$ cat src/rtl/alu_issue_queue_if.sv
// Command, ALU-operand and result bundle for alu_issue_queue.
// Valid/ready: a transfer happens on a rising edge where valid and ready are both high;
// the sender holds its payload stable while valid is high and ready is low.
interface alu_issue_queue_if #(
    parameter int WIDTH = 16
);
    logic             cmd_valid;
    logic             cmd_ready;
    logic [3:0]       cmd_op;
    logic [WIDTH-1:0] cmd_a;
    logic [WIDTH-1:0] cmd_b;
    logic             cmd_use_acc;

    logic [3:0]       alu_op;
    logic [WIDTH-1:0] alu_a;
    logic [WIDTH-1:0] alu_b;
    logic [WIDTH-1:0] alu_result;

    logic             res_valid;
    logic             res_ready;
    logic [WIDTH-1:0] res_data;
    logic             busy;

    modport master (
        output cmd_valid, cmd_op, cmd_a, cmd_b, cmd_use_acc,
        input  cmd_ready,
        input  alu_op, alu_a, alu_b,
        output alu_result,
        input  res_valid, res_data, busy,
        output res_ready
    );

    modport slave (
        input  cmd_valid, cmd_op, cmd_a, cmd_b, cmd_use_acc,
        output cmd_ready,
        output alu_op, alu_a, alu_b,
        input  alu_result,
        output res_valid, res_data, busy,
        input  res_ready
    );
endinterface

$ cat src/rtl/alu_issue_queue.sv
// Four-entry command FIFO feeding registered ALU operands and a held result register.
// Define ALU_ACC_FWD_EN to build the accumulator-forwarding path for operand A.
module alu_issue_queue #(
    parameter int DEPTH = 4,
    parameter int WIDTH = 16
) (
    input  logic             clk,
    input  logic             rst,
    alu_issue_queue_if.slave bus,
    output logic [1:0]       dbg_state
);
    typedef enum logic [1:0] {
        IDLE  = 2'd0,
        DRIVE = 2'd1,
        HOLD  = 2'd2
    } state_t;

`ifdef ALU_ACC_FWD_EN
    localparam int ENTRY_W = 2 * WIDTH + 5;
`else
    localparam int ENTRY_W = 2 * WIDTH + 4;
`endif

    logic [ENTRY_W-1:0] mem [DEPTH];
    logic [1:0]         wr_ptr;
    logic [1:0]         rd_ptr;
    logic [2:0]         count;
    logic [ENTRY_W-1:0] wr_entry;
    logic [ENTRY_W-1:0] rd_entry;
    logic               push;
    logic               pop;
    logic               nonempty;
    logic [WIDTH-1:0]   pop_a;

    state_t             state;
    logic [3:0]         op_q;
    logic [WIDTH-1:0]   a_q;
    logic [WIDTH-1:0]   b_q;
    logic [WIDTH-1:0]   res_q;
    logic               res_valid_q;

    // A full FIFO refuses even when a pop lands on the same edge.
    assign bus.cmd_ready = (count < 3'(DEPTH)) && !rst;
    assign push          = bus.cmd_valid && bus.cmd_ready;
    assign nonempty      = (count != 3'd0);
    assign pop           = nonempty && ((state == IDLE) || (state == HOLD && bus.res_ready));
    assign rd_entry      = mem[rd_ptr];

`ifdef ALU_ACC_FWD_EN
    logic [WIDTH-1:0] acc;
    assign wr_entry = {bus.cmd_use_acc, bus.cmd_op, bus.cmd_a, bus.cmd_b};
    // acc is already current here: a pop only ever follows a capture.
    assign pop_a    = rd_entry[2*WIDTH+4] ? acc : rd_entry[2*WIDTH-1:WIDTH];
`else
    logic unused_use_acc;
    assign unused_use_acc = bus.cmd_use_acc;
    assign wr_entry = {bus.cmd_op, bus.cmd_a, bus.cmd_b};
    assign pop_a    = rd_entry[2*WIDTH-1:WIDTH];
`endif

    always_ff @(posedge clk) begin
        if (push) begin
            mem[wr_ptr] <= wr_entry;
        end
    end

    always_ff @(posedge clk) begin
        if (rst) begin
            wr_ptr <= 2'd0;
            rd_ptr <= 2'd0;
            count  <= 3'd0;
        end else begin
            if (push) begin
                wr_ptr <= wr_ptr + 2'd1;
            end
            if (pop) begin
                rd_ptr <= rd_ptr + 2'd1;
            end
            count <= count + {2'b00, push} - {2'b00, pop};
        end
    end

    always_ff @(posedge clk) begin
        if (rst) begin
            state       <= IDLE;
            op_q        <= 4'd0;
            a_q         <= '0;
            b_q         <= '0;
            res_q       <= '0;
            res_valid_q <= 1'b0;
`ifdef ALU_ACC_FWD_EN
            acc         <= '0;
`endif
        end else begin
            case (state)
                IDLE: begin
                    if (pop) begin
                        op_q  <= rd_entry[2*WIDTH+3:2*WIDTH];
                        a_q   <= pop_a;
                        b_q   <= rd_entry[WIDTH-1:0];
                        state <= DRIVE;
                    end
                end
                DRIVE: begin
                    res_q       <= bus.alu_result;
                    res_valid_q <= 1'b1;
`ifdef ALU_ACC_FWD_EN
                    acc         <= bus.alu_result;
`endif
                    state       <= HOLD;
                end
                HOLD: begin
                    if (bus.res_ready) begin
                        res_valid_q <= 1'b0;
                        if (pop) begin
                            op_q  <= rd_entry[2*WIDTH+3:2*WIDTH];
                            a_q   <= pop_a;
                            b_q   <= rd_entry[WIDTH-1:0];
                            state <= DRIVE;
                        end else begin
                            state <= IDLE;
                        end
                    end
                end
                default: state <= IDLE;
            endcase
        end
    end

    assign bus.alu_op    = op_q;
    assign bus.alu_a     = a_q;
    assign bus.alu_b     = b_q;
    assign bus.res_data  = res_q;
    assign bus.res_valid = res_valid_q;
    assign bus.busy      = (state != IDLE) || nonempty;
    assign dbg_state     = state;
endmodule

$ cat src/flat_wrapper.sv
// flat-port wrapper written by rule: the top's interface ports become plain ports
module alu_issue_queue_flat 
#(
    parameter int DEPTH = 4,
    parameter int WIDTH = 16
)
  (clk, rst, dbg_state, bus_cmd_valid, bus_cmd_op, bus_cmd_a, bus_cmd_b, bus_cmd_use_acc, bus_cmd_ready, bus_alu_op, bus_alu_a, bus_alu_b, bus_alu_result, bus_res_valid, bus_res_data, bus_busy, bus_res_ready);
  alu_issue_queue_if #(.WIDTH(WIDTH)) bus_i ();
  input  logic clk;
  input  logic rst;
  output logic [1:0] dbg_state;
  input wire logic [$bits(bus_i.cmd_valid)-1:0] bus_cmd_valid;
  input wire logic [$bits(bus_i.cmd_op)-1:0] bus_cmd_op;
  input wire logic [$bits(bus_i.cmd_a)-1:0] bus_cmd_a;
  input wire logic [$bits(bus_i.cmd_b)-1:0] bus_cmd_b;
  input wire logic [$bits(bus_i.cmd_use_acc)-1:0] bus_cmd_use_acc;
  output wire logic [$bits(bus_i.cmd_ready)-1:0] bus_cmd_ready;
  output wire logic [$bits(bus_i.alu_op)-1:0] bus_alu_op;
  output wire logic [$bits(bus_i.alu_a)-1:0] bus_alu_a;
  output wire logic [$bits(bus_i.alu_b)-1:0] bus_alu_b;
  input wire logic [$bits(bus_i.alu_result)-1:0] bus_alu_result;
  output wire logic [$bits(bus_i.res_valid)-1:0] bus_res_valid;
  output wire logic [$bits(bus_i.res_data)-1:0] bus_res_data;
  output wire logic [$bits(bus_i.busy)-1:0] bus_busy;
  input wire logic [$bits(bus_i.res_ready)-1:0] bus_res_ready;
  assign bus_i.cmd_valid = bus_cmd_valid;
  assign bus_i.cmd_op = bus_cmd_op;
  assign bus_i.cmd_a = bus_cmd_a;
  assign bus_i.cmd_b = bus_cmd_b;
  assign bus_i.cmd_use_acc = bus_cmd_use_acc;
  assign bus_cmd_ready = bus_i.cmd_ready;
  assign bus_alu_op = bus_i.alu_op;
  assign bus_alu_a = bus_i.alu_a;
  assign bus_alu_b = bus_i.alu_b;
  assign bus_i.alu_result = bus_alu_result;
  assign bus_res_valid = bus_i.res_valid;
  assign bus_res_data = bus_i.res_data;
  assign bus_busy = bus_i.busy;
  assign bus_i.res_ready = bus_res_ready;
  alu_issue_queue #(.DEPTH(DEPTH), .WIDTH(WIDTH)) u_core (.clk(clk), .rst(rst), .bus(bus_i), .dbg_state(dbg_state));
endmodule
$ cat config.mk
export PLATFORM = sky130hd
export DESIGN_NAME = alu_issue_queue_flat
export DESIGN_NICKNAME = d
export VERILOG_FILES = /design/src/rtl/alu_issue_queue_if.sv /design/src/rtl/alu_issue_queue.sv /design/src/flat_wrapper.sv
export SDC_FILE = /design/constraint.sdc
export NUM_CORES = 1
export LEC_CHECK = 0
export CAP_MARGIN = 20
export CELL_PAD_IN_SITES_DETAIL_PLACEMENT = 1
export CELL_PAD_IN_SITES_GLOBAL_PLACEMENT = 2
export CORE_MARGIN = 3
export CORE_UTILIZATION = 37
export CTS_BUF_LIST = sky130_fd_sc_hd__clkbuf_4
export DETAILED_ROUTE_END_ITERATION = 8
export GPL_TIMING_DRIVEN = 0
export PLACE_DENSITY = 0.87
export SLEW_MARGIN = 20
export SYNTH_ARGS = -nofsm -noshare
export SYNTH_HDL_FRONTEND = slang
export SYNTH_SLANG_ARGS = --single-unit
$ cat constraint.sdc
create_clock -name clk -period 2.9 [get_ports clk]
set_input_delay 0.87 -clock clk [delete_from_list [all_inputs] [get_ports clk]]
set_output_delay 0.87 -clock clk [all_outputs]
set_load 0.005 [all_outputs]
==> results.md <==
- Fmax achieved: 357.5 MHz
- Die ar.: 0.02248 mm²
- Place WS: -1166 ps
- Sequential cell area: 0.005605 mm²
- Worst-path clk slew: 60 ps
- Yosys synthesis warning count: 0
- Fraction of power spent switching nets: between 20% and 30%
- Via density per instance: approximately 4.8
- Maximum fanout along the worst path: 10
- Remaining design rule violation count: 0
- Slowest stage delay, CP: between 500 and 600 ps
- Average cell area after synthesis: around 17 µm²
- Largest cells by area after synthesis: sky130_fd_sc_hd__edfxtp_1, sky130_fd_sc_hd__dfxtp_1, sky130_fd_sc_hd__mux4_2
- Path category of the worst min-delay check: reg -> reg
- Antenna Violating Nets Remaining: 0
- Number of global-route vias before repair: 4958
- DRT Pass-1 Iters: 4
- Final layout net count: just under 700
- Global-route wire length before repair: roughly 27000 µm
- Worst Slack Setup Final: around 100 ps
- Combined global-route utilization of all metal layers: between 10% and 20%
- Syn nets: about 500
- Clock tree from TritonCTS: yes
- Category of the critical setup timing path: in -> reg
- Buffers on Ports: between 100 and 150
- Synth Instances: 440
- Antenna violations before repair: 1
- Worst slew margin relative to its limit: ~47%
- Kind of cell with the highest combined delay on the critical path: buffers and inverters
- Total negative setup slack: 0 ps
- DR WL/cell: 18.88 µm
- Combined area of all synthesized cells: roughly 0.0077 mm²
- Maximum clock skew at final layout: slightly below 30 ps
- Area of the core: 0.02030 mm²
- LEAKAGE: approximately 3.3 nW
- Area growth, synth to finish: 29.75%
- Dominant cell by count in the synthesized netlist: sky130_fd_sc_hd__edfxtp_1
- Total congestion overflow after global routing: 0
- Clock latency on the worst-skew pair: roughly 650 ps
- CP Data Arrival Time: 3340 ps
- Post-detailed-placement cell area: a little over 0.009 mm²
- Portion of the post-synthesis area used by sequential elements: 73.12%
- Count of state elements after synthesis: about 210
- Main synth FF type: sky130_fd_sc_hd__edfxtp_1
- CP Data Required Time: about 3500 ps
- Clock period minus worst slack: 2797 ps
- Final Max Tran Viols: 0
- Maximum number of pins on one net before global-route repair: 20
- Number of endpoints failing setup at the final stage: 0
- Count of different cell masters after synthesis: 29
- Crit end category: flip-flop
- Result of the run: finished clean
- Tightest Pin Transition: between 700 and 800 ps
- Number of clock sinks: about 210
- Post-route non-filler standard cell count: 928
- DP Wirelength: between 10000 and 15000 µm
- Period utilisation layout: about 96%
- Buffer cell driving the clock tree root: sky130_fd_sc_hd__clkbuf_4
- R2R setup slack: between 300 and 400 ps
- Max-Cap Viols: 0
- Most used standard cells in the synthesized netlist: sky130_fd_sc_hd__edfxtp_1, sky130_fd_sc_hd__dfxtp_1, sky130_fd_sc_hd__nand2b_1
- Row count: 52
- Critical Path Source Type: primary input
- Total CTS buffers: 54
- Horiz. Die Dim: around 150 µm
- Max Root-Sink Buffers: 3
- Cells traversed along the worst timing path: clkdlybuf4s50_1 > nor2b_4 > nor3_4 > buf_4 > ha_1 > inv_1 > ha_1 > inv_1 > fa_1 > xor2_1 > and2_1 > nor3_1
- Unrepaired setup endpoints after global routing: false
- Initial DRC count: between 150 and 200
- H-tree levels: 2
- Post-synth ARST share: 0%
- Final hold violation count: 0
- Net switching power of the design: 0.002487 W
- Areal power density over the cells: slightly below 900 mW/mm²
- Area used by multi-input combinational logic: 0.001916 mm²
- Worst-path cell with the longest stage delay: sky130_fd_sc_hd__clkdlybuf4s50_1
- Routability congestion estimate from global placement: 0.6667
- Initial core utilization: 37.77%
- Final design instance area without fill: roughly 0.0099 mm²
- IO Count: 114
- Filler cell count: between 2000 and 2500
- Most area-hungry cell type in the Yosys netlist: sky130_fd_sc_hd__edfxtp_1
- Vias: around 4500
- Fraction of synthesized cell area taken by the top area cell type: roughly 56%
- Worst-case vdd ir drop: 0.0003240 V
- Die height: between 100 and 150 µm
- Share of the core filled with cells in the final layout: between 40% and 50%
- Share of post-route cells with drive strength above 1: between 20% and 30%
- Number of synthesized flops with an enable pin: 144
- Portion of total power attributed to the clock network: between 20% and 30%
- Total placed cells including tap cells: 826
- Total internal power: around 0.0062 W
- Seq pwr share: 44.0%
- Combinational share of power: between 20% and 30%
- Post-detailed-routing wire length: about 18000 µm
- Number of buffer and inverter stages on the critical path: 4
metal layers:
layer	vias to the layer above	GRT usage (%)	part of all wire, %
li1	2071	-	-
met1	2236	17.91	40
met2	126	28.02	53
met3	31	3.998	5.0
met4	0	5.810	1.8
met5	-	0	0
path summary, 6_finish.rpt:
check	startpoint	end	cells after the start
setup / recovery	bus_res_ready	u_core.count[2]	12
hold / removal	u_core.bus.res_data[4]	u_core.bus.res_data[4]	2
setup reg to reg	u_core.count[1]	u_core.count[2]	12
hold reg to reg	u_core.bus.res_data[4]	u_core.bus.res_data[4]	2
sequential cells by signal, summed over array words and instances (netlist names), named ones only:
| signal | cells |
|---|---|
| u_core.wr_ptr | 2 |
| u_core.count | 3 |
| u_core.bus.res_valid | 1 |
| u_core.bus.alu_b | 16 |
| u_core.mem | 144 |
| u_core.dbg_state | 2 |
| u_core.bus.res_data | 16 |
| u_core.rd_ptr | 2 |
| u_core.bus.alu_a | 16 |
| u_core.bus.alu_op | 4 |
kinds of logic after synthesis:
logic type / share of synthesized area (%)
compound gates: 5.663
xor+xnor: 0.2285
fa+ha+maj: 1.240
buf+inv: 2.220
flops: 73.12
mux: 10.72
simple gates: 6.806
timing repair:
action / in CTS / in global routing
gates resized for setup: 13 / 3
hold buffers: 0 / 0
endpoints found under the setup margin: 4 / 1
buffers inserted: 2 / 0
pin swaps: 2 / 0
power groups by stage:
stage	clock network [W]	logic, W	registers [W]
floorplan	0	0.00125	0.00387
finish	0.00246	0.00243	0.00384
global route	0.00272	0.00265	0.00389
global placement	0	0.00232	0.00389
CTS	0.00257	0.00248	0.00385
detailed placement	0	0.00243	0.00390
worst reg2reg max path: cells and delay by family (launching register included):
family,cells,cell delay (ps)
fa+ha+maj,3,760
flops,1,450
buf+inv,4,510
xor+xnor,1,170
simple gates,4,610
metrics by stage:
step | hold slack [ps] | power [W]
6_report | 460.0 | 0.008724
2_1_floorplan | 452.7 | 0.005124
3_5_place_dp | 452.8 | 0.006326
5_1_grt | 476.6 | 0.009267
4_1_cts | 461.4 | 0.008896
3_3_place_gp | 442.3 | 0.006207
cell type report:
type                    instances  share of cell area (%)
repair buffers                118                   12.19
clock buffers                  84                   6.340
flip-flops and latches        208                   56.35
inverters                       7                  0.2642
plain buffers                  25                   1.522
multi-input cells             199                   19.26
diodes                          1                 0.02516
clock inverters                16                  0.6541
well taps                     270                   3.396
cell usage in the layout, fill, tap and decap left out, types with 10 or more instances in the layout:
| master | instances |
|---|---|
| sky130_fd_sc_hd__edfxtp_1 | 144 |
| sky130_fd_sc_hd__clkdlybuf4s50_1 | 110 |
| sky130_fd_sc_hd__clkbuf_4 | 84 |
| sky130_fd_sc_hd__dfxtp_1 | 64 |
| sky130_fd_sc_hd__nand2b_1 | 37 |
| sky130_fd_sc_hd__mux4_2 | 36 |
| sky130_fd_sc_hd__o2bb2ai_1 | 36 |
| sky130_fd_sc_hd__nand2_1 | 34 |
| sky130_fd_sc_hd__a21oi_1 | 19 |
| sky130_fd_sc_hd__clkinv_1 | 13 |
| sky130_fd_sc_hd__buf_2 | 10 |
Power figures use the tool's default switching activity.
